--- config.mk ---
export PLATFORM = sky130hd
export DESIGN_NAME = qdr_vacc_rb_packetizer
export DESIGN_NICKNAME = d
export VERILOG_FILES = /design/src/rtl/qdr_vacc_pkg.sv /design/src/rtl/vacc_rb_commit_fifo.sv /design/src/rtl/qdr_vacc_rb_packetizer.sv
export SDC_FILE = /design/constraint.sdc
export NUM_CORES = 2
export LEC_CHECK = 0
export CORE_UTILIZATION = 60
export DETAILED_ROUTE_END_ITERATION = 10
export PLACE_DENSITY = 0.88
export SLEW_MARGIN = 10
export SYNTH_ARGS = -nofsm -noshare
export SYNTH_HDL_FRONTEND = slang
export SYNTH_HIERARCHICAL = 1
export SYNTH_SLANG_ARGS = --single-unit
--- constraint.sdc ---
create_clock -name clk -period 15.8 [get_ports clk]
set_input_delay 3.95 -clock clk [delete_from_list [all_inputs] [get_ports clk]]
set_output_delay 3.95 -clock clk [all_outputs]
set_load 0.005 [all_outputs]
--- src/rtl/qdr_vacc_pkg.sv ---
// rtl/qdr_vacc_pkg.sv - shared read-FSM encoding and FIFO entry layout for the vacc readback packetizer
package qdr_vacc_pkg;

  localparam logic [0:0] ST_IDLE = 1'b0;
  localparam logic [0:0] ST_SEND = 1'b1;

  // FIFO entry is {flags, offset, data}; flags sit in the top two bits.
  typedef struct packed {
    logic eop;
    logic sop;
  } ent_flags_t;

  function automatic int ent_width(input int data_w, input int off_w);
    return data_w + off_w + 2;
  endfunction

endpackage

--- src/rtl/vacc_rb_commit_fifo.sv ---
// rtl/vacc_rb_commit_fifo.sv - packet FIFO; reader only sees words up to the committed write pointer
module vacc_rb_commit_fifo #(
  parameter int DW = 73,
  parameter int AW = 5
) (
  input  logic          clk,
  input  logic          rst,
  input  logic          ce,
  input  logic          wr_en,
  input  logic [DW-1:0] wr_data,
  input  logic          flush,
  input  logic          abort,
  input  logic          commit,
  input  logic          rd_en,
  output logic [DW-1:0] rd_data,
  output logic          full
);

  localparam logic [AW:0] PTR_ONE = 1;
  localparam logic [AW:0] DEPTH   = {1'b1, {AW{1'b0}}};

  logic [DW-1:0] mem [0:(1<<AW)-1];
  logic [AW:0]   wr_ptr, wr_cmt, rd_ptr, base;

  // A flush in the same cycle as a write places the word right after the last committed one.
  assign base    = flush ? wr_cmt : wr_ptr;
  assign full    = (base - rd_ptr) == DEPTH;
  assign rd_data = mem[rd_ptr[AW-1:0]];

  always_ff @(posedge clk) begin
    if (ce && wr_en) mem[base[AW-1:0]] <= wr_data;
  end

  always_ff @(posedge clk or negedge rst) begin
    if (!rst) begin
      wr_ptr <= '0;
      wr_cmt <= '0;
      rd_ptr <= '0;
    end else if (ce) begin
      if (wr_en) begin
        wr_ptr <= base + PTR_ONE;
        if (commit) wr_cmt <= base + PTR_ONE;
      end else if (flush || abort) begin
        wr_ptr <= wr_cmt;
      end
      if (rd_en) rd_ptr <= rd_ptr + PTR_ONE;
    end
  end

endmodule

--- src/rtl/qdr_vacc_rb_packetizer.sv ---
// rtl/qdr_vacc_rb_packetizer.sv - splits vacc readback vectors into offset-tagged bursts with commit/drop semantics
module qdr_vacc_rb_packetizer
  import qdr_vacc_pkg::*;
#(
  parameter int DATA_WIDTH   = 64,
  parameter int VEC_LEN      = 100,
  parameter int VEC_LEN_BITS = 7,
  parameter int FIFO_AW      = 5
) (
  input  logic                    clk,
  input  logic                    rst,
  input  logic                    ce,
  input  logic [DATA_WIDTH-1:0]   din,
  input  logic                    din_vld,
  input  logic                    sync,
  input  logic [31:0]             rb_burst_len_mi,
  output logic [DATA_WIDTH-1:0]   dout,
  output logic [VEC_LEN_BITS-1:0] dout_offset,
  output logic                    dout_vld,
  output logic                    dout_sop,
  output logic                    dout_eop,
  input  logic                    dout_rdy,
  output logic                    overflow,
  output logic [FIFO_AW:0]        pkt_pending
);

  localparam int ENT_W = ent_width(DATA_WIDTH, VEC_LEN_BITS);
  localparam logic [VEC_LEN_BITS-1:0] LAST_OFF = VEC_LEN_BITS'(VEC_LEN - 1);
  localparam logic [VEC_LEN_BITS-1:0] OFF_ONE  = 1;
  localparam logic [FIFO_AW-1:0]      CNT_ONE  = 1;
  localparam logic [FIFO_AW-1:0]      MAX_BM1  = '1;
  localparam logic [FIFO_AW:0]        PKT_ONE  = 1;

  logic [VEC_LEN_BITS-1:0] offset, wr_off;
  logic [FIFO_AW-1:0]      cnt, wr_cnt, blen_m1, new_bm1, cur_bm1;
  logic                    drop, drop_eff, wr_sop, wr_eop, wr_req;
  logic                    fifo_full, fifo_wr, fifo_abort, commit;
  logic [0:0]              state;
  logic                    load, rd_eop;
  logic [ENT_W-1:0]        wr_ent, rd_ent;
  ent_flags_t              wr_flags, rd_flags;

  assign new_bm1 = (rb_burst_len_mi >= 32'(MAX_BM1)) ? MAX_BM1 : rb_burst_len_mi[FIFO_AW-1:0];

  always_comb begin
    wr_off     = sync ? '0 : offset;
    wr_cnt     = sync ? '0 : cnt;
    cur_bm1    = (wr_off == '0) ? new_bm1 : blen_m1;
    wr_sop     = (wr_cnt == '0);
    wr_eop     = (wr_cnt == cur_bm1) || (wr_off == LAST_OFF);
    // Once a packet overflows, its remaining words are skipped until the next packet start.
    drop_eff   = drop && !sync && !wr_sop;
    wr_req     = din_vld && !drop_eff;
    fifo_abort = wr_req && fifo_full;
    fifo_wr    = wr_req && !fifo_full;
    commit     = fifo_wr && wr_eop;
  end

  assign wr_flags = '{eop: wr_eop, sop: wr_sop};
  assign wr_ent   = {wr_flags, wr_off, din};
  assign rd_flags = rd_ent[ENT_W-1 -: 2];

  vacc_rb_commit_fifo #(.DW(ENT_W), .AW(FIFO_AW)) u_fifo (
    .clk(clk), .rst(rst), .ce(ce),
    .wr_en(fifo_wr), .wr_data(wr_ent), .flush(sync), .abort(fifo_abort), .commit(commit),
    .rd_en(load), .rd_data(rd_ent), .full(fifo_full)
  );

  always_ff @(posedge clk or negedge rst) begin
    if (!rst) begin
      offset      <= '0;
      cnt         <= '0;
      blen_m1     <= '0;
      drop        <= 1'b0;
      overflow    <= 1'b0;
      pkt_pending <= '0;
    end else if (ce) begin
      if (sync || din_vld) blen_m1 <= cur_bm1;
      if (din_vld) begin
        offset <= (wr_off == LAST_OFF) ? '0 : wr_off + OFF_ONE;
        cnt    <= wr_eop ? '0 : wr_cnt + CNT_ONE;
        drop   <= drop_eff || fifo_abort;
      end else if (sync) begin
        offset <= '0;
        cnt    <= '0;
        drop   <= 1'b0;
      end
      if (fifo_abort) overflow <= 1'b1;
      case ({commit, rd_eop})
        2'b10:   pkt_pending <= pkt_pending + PKT_ONE;
        2'b01:   pkt_pending <= pkt_pending - PKT_ONE;
        default: pkt_pending <= pkt_pending;
      endcase
    end
  end

  // The next packet is only chained without an idle cycle if it was committed before this cycle.
  assign rd_eop = ce && (state == ST_SEND) && dout_rdy && dout_eop;
  assign load   = ce && (((state == ST_IDLE) && (pkt_pending != '0)) ||
                         ((state == ST_SEND) && dout_rdy && (!dout_eop || (pkt_pending > PKT_ONE))));

  always_ff @(posedge clk or negedge rst) begin
    if (!rst) begin
      state       <= ST_IDLE;
      dout        <= '0;
      dout_offset <= '0;
      dout_sop    <= 1'b0;
      dout_eop    <= 1'b0;
      dout_vld    <= 1'b0;
    end else if (load) begin
      state       <= ST_SEND;
      dout        <= rd_ent[DATA_WIDTH-1:0];
      dout_offset <= rd_ent[DATA_WIDTH +: VEC_LEN_BITS];
      dout_sop    <= rd_flags.sop;
      dout_eop    <= rd_flags.eop;
      dout_vld    <= 1'b1;
    end else if (rd_eop) begin
      state    <= ST_IDLE;
      dout_vld <= 1'b0;
    end
  end

endmodule

Yosys cells after proc, flatten, opt, wreduce, memory -nomap -nowiden
Memory sizes are Yosys's and may differ from the RTL's. A register that Yosys moved wholly into a read port is not among the register bits. Cells that the tools add are included.

Add/subtract/negate cells: 7. Order comparisons: 2. Reductions and logical operators: 40. Mux-type cells: 18. Bitwise logic cells: 1. Equal/unequal tests: 5.

Operator list (count): 32-bit by 5-bit greater-or-equal comparator with 1-bit output (second input constant) (1); 5-bit 2-to-1 mux (5); 7-bit 2-to-1 mux (3); 6-bit by 1-bit adder with 6-bit output (second input constant) (3); 6-bit 2-to-1 mux (3); 1-bit logical AND (14); 6-bit case mux with 2 select lines (1); 2-bit AND reduction (6); 2-bit nonzero test (4); 7-bit by 1-bit adder with 7-bit output (second input constant) (1); 7-bit equality test (second input constant) (1); 7-bit logical NOT (1); 6-bit equality test (second input constant) (1); 6-bit by 1-bit > comparator with 1-bit output (second input constant) (1); 1-bit logical NOT (6); 1-bit logical OR (6); 1-bit 2-to-1 mux (6); 6-bit nonzero test (1); 6-bit by 1-bit subtractor with 6-bit output (second input constant) (1); 6-bit subtractor (1); 5-bit by 1-bit adder with 5-bit output (second input constant) (1); 5-bit equality test (1); 5-bit logical NOT (1); 3-bit AND reduction (1); 3 further kinds (3).

Bits in writable memories: 2336. Memories: 1. Flip-flop bits (word level): 44. Input bits: 102.

Memory list: u_fifo.mem (words 32, width 73, read ports 1, clocked after Yosys merged registers in 1, wr ports 1, RTL line vacc_rb_commit_fifo.sv:22) `logic [DW-1:0] mem [0:(1<<AW)-1];`.

Longest topological paths before layout
Depth in word-level cells: 11. Mapped depth: 18. Depth with buffers taken out: 16.

Cells and area by module
The synthesis kept the hierarchy.

By module, submodules not included: vacc_rb_commit_fifo (cells each 4163, area each 90700.7 um^2, instances 1); qdr_vacc_rb_packetizer (cells each 381, area each 4657.0 um^2, instances 1).

Least setup slack after synthesis
No wires, ideal clock.

Path kind: input-to-reg. From: in sync. To: mem u_fifo.mem[15][0] (enable). Cell stages on the path: 15. Path slack: 5.456 ns. Path buffers: 3. Data required time: 15.295 ns. Library setup time: 0.505 ns. Data arrival time: 9.839 ns. Cells stage by stage: buf_2 > buf_2 > nor2b_1 > a21oi_1 > inv_1 > ha_1 > nor2b_1 > a221o_1 > a31oi_1 > xnor2_1 > a211oi_1 > nor2b_1 > buf_1 > nand3_1 > nor2_1.

RTL lines: start: declaration (RTL line qdr_vacc_rb_packetizer.sv:15) `input logic sync,`; 6-bit 2-to-1 mux (RTL line vacc_rb_commit_fifo.sv:26) `assign base = flush ? wr_cmt : wr_ptr;`; 6-bit subtractor (RTL line vacc_rb_commit_fifo.sv:27) `assign full = (base - rd_ptr) == DEPTH;`; 6-bit equality test (RTL line vacc_rb_commit_fifo.sv:27); named net fifo_full (RTL line qdr_vacc_rb_packetizer.sv:37) `logic fifo_full, fifo_wr, fifo_abort, commit;`; 1-bit logical NOT (RTL line qdr_vacc_rb_packetizer.sv:55) `fifo_wr = wr_req && !fifo_full;`; 1-bit logical AND (RTL line qdr_vacc_rb_packetizer.sv:55); named net fifo_wr (RTL line qdr_vacc_rb_packetizer.sv:37); 1-bit logical AND (RTL line vacc_rb_commit_fifo.sv:31) `if (ce && wr_en) mem[base[AW-1:0]] <= wr_data;`; 1-bit 2-to-1 mux (RTL line vacc_rb_commit_fifo.sv:31); 1-bit 2-to-1 mux (implied by the code) (RTL line vacc_rb_commit_fifo.sv:31); end: declaration (RTL line vacc_rb_commit_fifo.sv:22).

The timed path passes the listed nets, and every way through them passes these cells.

Final worst setup path
From: in sync. To: mem u_fifo.mem[30][30] (enable).

The elaborated chain is that of the path after synthesis.

==> flow_summary.yaml <==
synthesis:
  synth_area_per_cell_um2: 20.99
  syn_inst: 4544
  syn_area_mm2: 0.09536
  yosysSeqAreaShare_pct: 76.63
  synth-edff-count: 2336
  synth_cell_types: 71
  synth_ff_type: "edfxtp_1"
  synth_nets: 4666
  yosys_warnings: 6
  async_flop_share_pct: 4.770
  synth-seq-cells: 2453
worst_setup_path:
  critical_path_class: "input pin to register"
  crit_path_end_kind: "register"
  crit_path_max_fanout: 56
  cp-start-kind: "input pin"
  crit_arrival_ns: 10.14
  crit_required_ns: 16.27
power_and_ir_drop:
  vdd_drop_max_mv: 0.1763
  p_switching_mw: 6.020
  seq_power_share_pct: 40.9
  switching_share_pct: 32.70
  combPwrFrac_pct: 29.3
  power.leakage_nw: 35.03
  p_per_area_mw_per_mm2: 172.3
  power_frac_clock_pct: 29.8
  p_int_mw: 12.39
drt:
  ant_nets: 0
  remaining_drc_errors: 0
  viasPerCell: 7.541
  drt-initial-drc-count: 10390
  vias: 53220
  drtPass1Iterations: 8
  wire_per_inst_um: 38.35
  routed_wl_um: 270600
clocking:
  htree_num_levels: 4
  cts_tree: "yes"
  cts-buffers-inserted: 223
  postCtsHoldBufs: 0
  cts_sinks: 2453
  cts_root_buf: "clkbuf_16"
  cts_max_path_buffers: 3
  clk_latency_ns: 0.90
  cts_setup_buffers: 0
  postCtsResizedCells: 0
  clkSlewWorstSetupHoldPaths_ns: 0.06
timing:
  setup_viol: 0
  slew_violations: 0
  hold_slack_ns: 0.5075
  hold_viol_final: 0
  maxSlewHeadroom_pct: 5.821
  rsz0062_at_grt: "false"
  period_minus_slack_ns: 9.678
  period_share_pct: 61.26
  finalWorstSetupSlack_ns: 6.122
  finClkSkew_ns: 0.05797
  fmax_ghz: 0.1033
  tns_ns: 0
  worstMarginPinSlew_ns: 1.411
global_route:
  grtUsageTotal_pct: 33.40
  met1_usage_pct: 43.73
  grt_pass1_vias: 52290
  grt.met3_usage_pct: 11.23
  grt_antenna_before_repair: 33
  grt_max_degree: 136
  gr-max-usage-layer: "met2"
  grt_pass1_wl_um: 382300
  grt_util_met2_pct: 51.88
  grt_overflow: 0
die:
  initial_core_util_pct: 60.76
  die_y_um: 400.7
  rows: 145
  die_w_um: 400.7
  dieArea_mm2: 0.1605
  pin_count: 183
  core-area_mm2: 0.1569
finish:
  nets: 4924
  post-route-util_pct: 68.09
  fill_cells: 8447
  drive_above_1_share_pct: 18.76
  syn_to_final_growth_pct: 12.06
outcome:
  outcome: "complete, no violations"
flow_run:
  maxCapViolations: 0
hold_path:
  hold_path.class: "register to register"
placed_design:
  dp_hpwl_um: 133400
  io_buffers: 182
  gp_congestion: 0.8560
  dp_slack_ns: 5.753
[metal layers]
metal,routed length (µm),up-vias
met4,14630,44
met2,125000,5866
met1,85950,26370
met3,44830,1147
li1,-,19790
met5,273,-
[metrics by stage]
step / power (mW) / cell area [µm²] / std cells
after floorplan: 10.80 / 95360 / 4544
after global placement: 12.47 / 99680 / 6634
after detailed placement: 12.64 / 99680 / 6634
after CTS: 18.20 / 106900 / 7047
after global routing: 18.69 / 106800 / 7052
final: 18.41 / 106900 / 7057
[logic make-up (layout without fill, tap and decap cells)]
group	Yosys count	after routing	synth area share (%)
other cells	0	9	0
xor+xnor	20	20	0.1837
simple gates	316	316	1.691
buf+inv	295	741	1.565
fa+ha+maj	20	20	0.2624
compound gates	479	479	4.089
flops	2453	2453	76.63
mux	961	961	15.58
[critical path, stage by stage]
cell and delay, ns:
buf_2 0.08, buf_4 0.44, mux2i_1 0.66, inv_1 0.22
ha_1 0.39, a221o_1 0.40, xor2_1 0.18, a2bb2oi_1 0.19
a211oi_1 0.16, nor2b_1 0.15, buf_4 0.23, and2_1 0.25
nand2_1 0.59, nor2_4 1.21, buf_4 0.96
[cell usage after synthesis, types with 4 or more instances]
cell / instances / area [µm²]
xor2_1: 7 / 61.31
a32o_1: 4 / 40.04
mux2i_1: 447 / 4474
nand4_1: 9 / 56.30
and2_1: 5 / 31.28
nor3_1: 136 / 680.7
mux4_2: 237 / 5338
edfxtp_1: 2336 / 70150
o221ai_1: 74 / 648.1
buf_1: 12 / 45.04
nor2_1: 52 / 195.2
clkbuf_1: 116 / 435.4
o22ai_1: 70 / 437.9
a221oi_2: 14 / 210.2
nor4_2: 4 / 50.05
dfrtp_1: 117 / 2928
buf_4: 28 / 210.2
nor2b_1: 12 / 75.07
inv_1: 24 / 90.09
o21ai_0: 32 / 160.2
mux2_2: 149 / 1678
xnor2_1: 13 / 113.9
mux4_1: 128 / 3363
buf_2: 89 / 445.4
nand3_1: 16 / 80.08
or3_1: 5 / 31.28
buf_6: 22 / 247.7
nor4_1: 4 / 25.02
and3_1: 4 / 25.02
ha_1: 20 / 250.2
nand2_1: 42 / 157.7
a221oi_1: 206 / 1804
a21oi_1: 25 / 125.1
nand2b_1: 13 / 81.33
o22a_1: 15 / 131.4
[flip-flops by register name, summed over array words and instances (netlist names)]
name           flops
dout_vld           1
cnt                5
overflow           1
dout_offset        7
u_fifo/mem      2336
dout_sop           1
blen_m1            5
drop               1
pkt_pending        6
u_fifo/wr_ptr      6
offset             7
u_fifo/rd_ptr      6
dout              64
dout_eop           1
u_fifo/wr_cmt      6
[layout make-up]
type                       count  area [µm²]  share of cell area, %
timing repair buffer         301        2691                  2.519
antenna                        9       22.52                0.02108
tap                         2058        2575                  2.410
sequential                  2453       73090                  68.40
multi-input combinational   1796       21120                  19.77
clock inverter               125        1260                  1.179
clock buffer                 288        5987                  5.603
inverter                      27       103.9                0.09719
[worst paths after layout]
path / start / end / slack (ns) / depth (start not counted)
max in group asynchronous: rst / u_fifo/rd_ptr[2]$_DFFE_PN0P_ / 11.04 / 2
min in group asynchronous: rst / dout[63]$_DFFE_PN0P_ / 3.08 / 1
worst max register to register: u_fifo/rd_ptr[1]$_DFFE_PN0P_ / dout[38]$_DFFE_PN0P_ / 8.84 / 9
worst min-delay path: dout[63]$_DFFE_PN0P_ / dout[63]$_DFFE_PN0P_ / 0.51 / 1
worst min register to register: dout[63]$_DFFE_PN0P_ / dout[63]$_DFFE_PN0P_ / 0.51 / 1
worst max-delay path: sync / u_fifo/mem[30][30]$_DFFE_PP_ / 6.12 / 15
[power by group through the flow]
| stage | sequential (mW) | combinational, mW | clock (mW) |
|---|---|---|---|
| finish | 7.53 | 5.40 | 5.48 |
| floorplan | 7.51 | 3.29 | 0 |
| global route | 7.54 | 5.45 | 5.70 |
| CTS | 7.52 | 5.21 | 5.47 |
| global placement | 7.63 | 4.84 | 0 |
| detailed placement | 7.65 | 4.99 | 0 |
[cell usage in the layout (no fill, tap or decap), types with 25 or more instances in the layout]
cell type	count
edfxtp_1	2336
mux2i_1	447
mux4_2	237
clkbuf_16	225
a221oi_1	206
clkdlybuf4s50_1	156
mux2_2	149
nor3_1	135
mux4_1	128
dfrtp_1	112
buf_4	111
o221ai_1	74
o22ai_1	70
clkbuf_1	51
nand2_1	42
clkinv_2	40
nor2_4	37
clkinv_1	36
o21ai_0	32
a21oi_1	25
buf_2	25
No activity file was read; power rests on OpenSTA's default activity.
